==> src/rtl/gshare_index_gen.sv <==
// Speculative global history and gshare index generation for a 2-bit PHT.
// Tracks in-flight predictions, issues PHT updates at resolve and repairs history on mispredict.
module gshare_index_gen #(
    parameter int INDEX_WIDTH = 12,
    parameter int GHR_WIDTH   = 12,
    parameter int PC_WIDTH    = 32,
    parameter int FIFO_DEPTH  = 4
) (
    input  logic                   clk_i,
    input  logic                   rst_i,
    input  logic                   fetch_br_valid_i,
    input  logic [PC_WIDTH-1:0]    fetch_pc_i,
    output logic                   fetch_ready_o,
    output logic [INDEX_WIDTH-1:0] rd_index_o,
    input  logic                   pht_pred_i,
    input  logic                   resolve_valid_i,
    input  logic                   resolve_taken_i,
    output logic                   mispredict_o,
    output logic                   update_en_o,
    output logic [INDEX_WIDTH-1:0] update_index_o,
    output logic                   br_taken_o,
    output logic [GHR_WIDTH-1:0]   ghr_o,
    output logic                   underflow_o
);
    localparam int PTR_W = $clog2(FIFO_DEPTH);
    localparam int CNT_W = PTR_W + 1;

    logic [GHR_WIDTH-1:0]   ghr_q, ghr_d;
    logic [INDEX_WIDTH-1:0] idx_mem_q [FIFO_DEPTH];
    logic [INDEX_WIDTH-1:0] idx_mem_d [FIFO_DEPTH];
    logic [GHR_WIDTH-1:0]   snap_mem_q [FIFO_DEPTH];
    logic [GHR_WIDTH-1:0]   snap_mem_d [FIFO_DEPTH];
    logic [FIFO_DEPTH-1:0]  pred_mem_q, pred_mem_d;
    logic [PTR_W-1:0]       wr_ptr_q, wr_ptr_d, rd_ptr_q, rd_ptr_d;
    logic [CNT_W-1:0]       count_q, count_d;
    logic                   update_en_q, update_en_d;
    logic [INDEX_WIDTH-1:0] update_index_q, update_index_d;
    logic                   br_taken_q, br_taken_d;
    logic                   underflow_q, underflow_d;

    logic [INDEX_WIDTH-1:0] ghr_ext;
    logic                   push, pop, mispredict;
    logic [INDEX_WIDTH-1:0] head_idx;
    logic [GHR_WIDTH-1:0]   head_snap;
    logic                   head_pred;
    logic                   unused_pc_bits;

    // Only PC[INDEX_WIDTH+1:2] feeds the index; the rest is folded away here.
    assign unused_pc_bits = ^fetch_pc_i;

    always_comb begin
        ghr_ext = '0;
        ghr_ext[GHR_WIDTH-1:0] = ghr_q;
        rd_index_o = fetch_pc_i[INDEX_WIDTH+1:2] ^ ghr_ext;
    end

    assign fetch_ready_o = (count_q != CNT_W'(FIFO_DEPTH));
    assign push          = fetch_br_valid_i && fetch_ready_o;
    assign pop           = resolve_valid_i && (count_q != '0);
    assign head_idx      = idx_mem_q[rd_ptr_q];
    assign head_snap     = snap_mem_q[rd_ptr_q];
    assign head_pred     = pred_mem_q[rd_ptr_q];
    assign mispredict    = pop && (resolve_taken_i != head_pred);

    always_comb begin
        ghr_d          = ghr_q;
        idx_mem_d      = idx_mem_q;
        snap_mem_d     = snap_mem_q;
        pred_mem_d     = pred_mem_q;
        wr_ptr_d       = wr_ptr_q;
        rd_ptr_d       = rd_ptr_q;
        count_d        = count_q;
        update_en_d    = pop;
        update_index_d = update_index_q;
        br_taken_d     = br_taken_q;
        underflow_d    = underflow_q | (resolve_valid_i && (count_q == '0));

        if (pop) begin
            update_index_d = head_idx;
            br_taken_d     = resolve_taken_i;
        end

        // A mispredict flushes everything younger, including a same-cycle push.
        if (mispredict) begin
            ghr_d    = (head_snap << 1) | GHR_WIDTH'(resolve_taken_i);
            rd_ptr_d = wr_ptr_q;
            count_d  = '0;
        end else begin
            if (push) begin
                idx_mem_d[wr_ptr_q]  = rd_index_o;
                snap_mem_d[wr_ptr_q] = ghr_q;
                pred_mem_d[wr_ptr_q] = pht_pred_i;
                wr_ptr_d             = wr_ptr_q + PTR_W'(1);
                ghr_d                = (ghr_q << 1) | GHR_WIDTH'(pht_pred_i);
            end
            if (pop) begin
                rd_ptr_d = rd_ptr_q + PTR_W'(1);
            end
            count_d = count_q + CNT_W'(push) - CNT_W'(pop);
        end
    end

    always_ff @(posedge clk_i or posedge rst_i) begin
        if (rst_i) begin
            ghr_q          <= '0;
            for (int i = 0; i < FIFO_DEPTH; i++) begin
                idx_mem_q[i]  <= '0;
                snap_mem_q[i] <= '0;
            end
            pred_mem_q     <= '0;
            wr_ptr_q       <= '0;
            rd_ptr_q       <= '0;
            count_q        <= '0;
            update_en_q    <= 1'b0;
            update_index_q <= '0;
            br_taken_q     <= 1'b0;
            underflow_q    <= 1'b0;
        end else begin
            ghr_q          <= ghr_d;
            idx_mem_q      <= idx_mem_d;
            snap_mem_q     <= snap_mem_d;
            pred_mem_q     <= pred_mem_d;
            wr_ptr_q       <= wr_ptr_d;
            rd_ptr_q       <= rd_ptr_d;
            count_q        <= count_d;
            update_en_q    <= update_en_d;
            update_index_q <= update_index_d;
            br_taken_q     <= br_taken_d;
            underflow_q    <= underflow_d;
        end
    end

    assign mispredict_o   = mispredict;
    assign update_en_o    = update_en_q;
    assign update_index_o = update_index_q;
    assign br_taken_o     = br_taken_q;
    assign ghr_o          = ghr_q;
    assign underflow_o    = underflow_q;
endmodule

==> config.mk <==
export PLATFORM = sky130hd
export DESIGN_NAME = gshare_index_gen
export DESIGN_NICKNAME = d
export VERILOG_FILES = /design/src/rtl/gshare_index_gen.sv
export SDC_FILE = /design/constraint.sdc
export NUM_CORES = 1
export LEC_CHECK = 0
export CORE_UTILIZATION = 44
export DETAILED_ROUTE_END_ITERATION = 6
export PLACE_DENSITY = 0.68
export SLEW_MARGIN = 0
export SYNTH_ARGS = -nofsm -noshare
export SYNTH_HDL_FRONTEND = slang
export SYNTH_SLANG_ARGS = --single-unit
==> constraint.sdc <==
create_clock -name clk_i -period 4.2 [get_ports clk_i]
set_input_delay 0.84 -clock clk_i [delete_from_list [all_inputs] [get_ports clk_i]]
set_output_delay 0.84 -clock clk_i [all_outputs]
set_load 0.1 [all_outputs]
==> results.md <==
* Drt drc at 0
* Root Buffer: clkbuf_16
* CTS tree: yes
* Worst min path class: register to register
* H-tree Lvls at 4
* Worst EP arrival at 2.60 ns
* Ys flop type: dfrtp_1
* Mapped Area at 0.00608 mm2
* Row count at 42
* Fin crit period at 3.44 ns
* Final Setup Violations at 0
* Status: complete, no violations
* IO Pins at 79
* Clk_lat worst skew at 0.41 ns
* Final hold vios at 0
* Detail Placement HPWL at 7640 um
* EDFF count, synth at 0
* Post-Syn Nets at 461
* Max-slew violations at 0
* Post-CTS setup repair buffer count at 0
* Post-CTS Resized at 0
* Synthesis-to-layout area growth at 22.2%
* GRT Total Usage at 0.189
* CP max stage cell: clkdlybuf4s50_1
* Drt pass-1 iters at 6
* Fmax at 290 MHz
* GRT overflow at 0
* Hold slack at 0.462 ns
* Share of cells above drive strength 1 at 0.419
* Antenna violations before repair at 0
* Largest net degree at the start of global routing at 71
* Worst-Margin Slew at 0.974 ns
* PortBufs at 58
* Max clock buf depth at 2
* Crit Path Max Fanout at 12
* Slew headroom at 0.348
* Vias per cell at 5.34
* Synth Register Bits at 130
* Initial Utilization at 0.456
* Crit-path cells: clkdlybuf4s50_1, nor2b_1, mux2i_4, nand3_2, inv_1, buf_12
* First-pass GRT wire length at 20400 um
* Final Skew at 0.00542 ns
* Worst setup EP type: output pin
* Chip height at 120 um
* Antenna-violating nets left at 0
* FFs w/ async S/R, synth at 1.00
* Avg Cell Area, Syn at 14.6 um2
* Core area at 0.0133 mm2
* Die ar. at 0.0143 mm2
* Post-Syn Instances at 416
* Total number of vias at 3581
* # hold bufs at CTS at 0
* Req. time, crit path at 3.36 ns
* Fin nets at 526
* Die width at 120 um
* DR iter-0 viols at 194
* Startpoint types: input port
* Reg clk slew, reported paths at 0.06 ns
* GPL Wtd Cong at 0.769
* TritonCTS Buffers at 17
* R2R depth at 5
* Yosys warns at 0
* Crit-path max cell delay at 0.61 ns
* Drt wl/cell at 18.1 um
* Sequential element share of the synthesized area at 0.535
* Fin crit share at 0.820
* Clock sinks at 130
* Setup TNS at 0 ns
* Max-cap viol count at 0
* RSZ-0062 raised after global routing: no
* Hold depth at 1
* Vias in the first global route at 3872
* Cell variety after synth at 38
* Routed WL at 12100 um
* Worst setup path category: input port to output pin
* ANT cells at 0
==> worst paths after layout <==
kind / from / to / slack (ns)
worst max-delay path: resolve_taken_i / mispredict_o / 0.76
worst min-delay path: underflow_o / underflow_o / 0.46
worst max register to register: rd_ptr_q[1] / snap_mem_q[36] / 1.63
worst min register to register: underflow_o / underflow_o / 0.46
max in group asynchronous: rst_i / ghr_o[11] / 2.42
min in group asynchronous: rst_i / snap_mem_q[1] / 0.95
==> synthesized netlist by cell type (all sizes together), types with 5 or more instances <==
master	n	area (um2)
mux2	120	1360
a31oi	5	91.3
clkbuf	8	30.0
nand2	40	150
xor2	13	114
dfrtp	130	3250
ha	6	75.1
buf	16	133
mux2i	5	70.1
inv	10	37.5
nand3	6	35.0
nor2	6	22.5
mux4	23	518
==> layout by cell type (no fill, tap or decap), types with 3 or more instances in the layout <==
| master | synthesis | routed |
|---|---|---|
| mux2_1 | 4 | 4 |
| xnor2_1 | 3 | 3 |
| xor2_1 | 13 | 13 |
| clkbuf_8 | 0 | 3 |
| nor2_1 | 6 | 6 |
| o21ai_0 | 3 | 3 |
| bufinv_16 | 0 | 3 |
| nand3_1 | 5 | 5 |
| a21oi_1 | 3 | 3 |
| a31oi_4 | 4 | 4 |
| nand2_1 | 40 | 40 |
| inv_6 | 0 | 3 |
| and3_1 | 3 | 3 |
| mux4_2 | 23 | 23 |
| clkbuf_16 | 0 | 17 |
| clkdlybuf4s50_1 | 0 | 45 |
| clkinvlp_4 | 0 | 3 |
| inv_1 | 10 | 9 |
| ha_1 | 6 | 6 |
| dfrtp_1 | 130 | 129 |
| mux2_2 | 115 | 115 |
| buf_4 | 2 | 23 |
| nor3_1 | 3 | 3 |
==> state kept, by name, summed over array words and instances (netlist names) <==
register and count:
underflow_o 1, pred_mem_q 4, update_en_o 1, snap_mem_q 44
br_taken_o 1, ghr_o 12, update_index_o 12, wr_ptr_q 2
count_q 3, rd_ptr_q 2, idx_mem_q 48
==> final cells by class <==
cell class / instances / area (um2)
Timing Repair Buffer: 70 / 663
Clock inverter: 11 / 150
Tap cell: 176 / 220
Sequential cell: 130 / 3250
Inverter: 10 / 41.3
Fill cell: 1104 / 5910
Multi-Input combinational cell: 252 / 2640
Clock buffer: 21 / 470
==> metrics by stage <==
stage	utilization	setup WS, ns	cell area [um2]	cells
detailed placement	0.510	0.775	6810	638
floorplan	-	0.608	6090	416
global route	0.557	0.636	7430	670
finish	0.557	0.756	7430	670
global placement	0.510	0.791	6810	638
CTS	0.557	0.752	7430	670
==> logic make-up after synthesis <==
kind of cell | count (synthesis) | synth area share
AOI/OAI and AO/OA | 19 | 0.0300
xor gates and xnor gates | 16 | 0.0230
adders and majority gates | 7 | 0.0156
buffers and inverters | 34 | 0.0329
DFF | 130 | 0.535
muxes | 148 | 0.319
and+or+nand+nor | 62 | 0.0442
==> layer usage <==
layer | up-vias | track usage | part of all wire
met5 | - | 0 | 0
met4 | 0 | 0.0664 | 0.015
met3 | 17 | 0.0437 | 0.030
met2 | 64 | 0.311 | 0.50
met1 | 1876 | 0.244 | 0.46
li1 | 1624 | - | -
==> worst max-delay path, delay by kind of cell <==
kind	cells	cell delay, ns
buf+inv	3	0.95
mux	1	0.40
simple gates	2	0.41
Power is not shown: default switching activity piles up to over one toggle a cycle in this logic, so the estimate is an artifact.
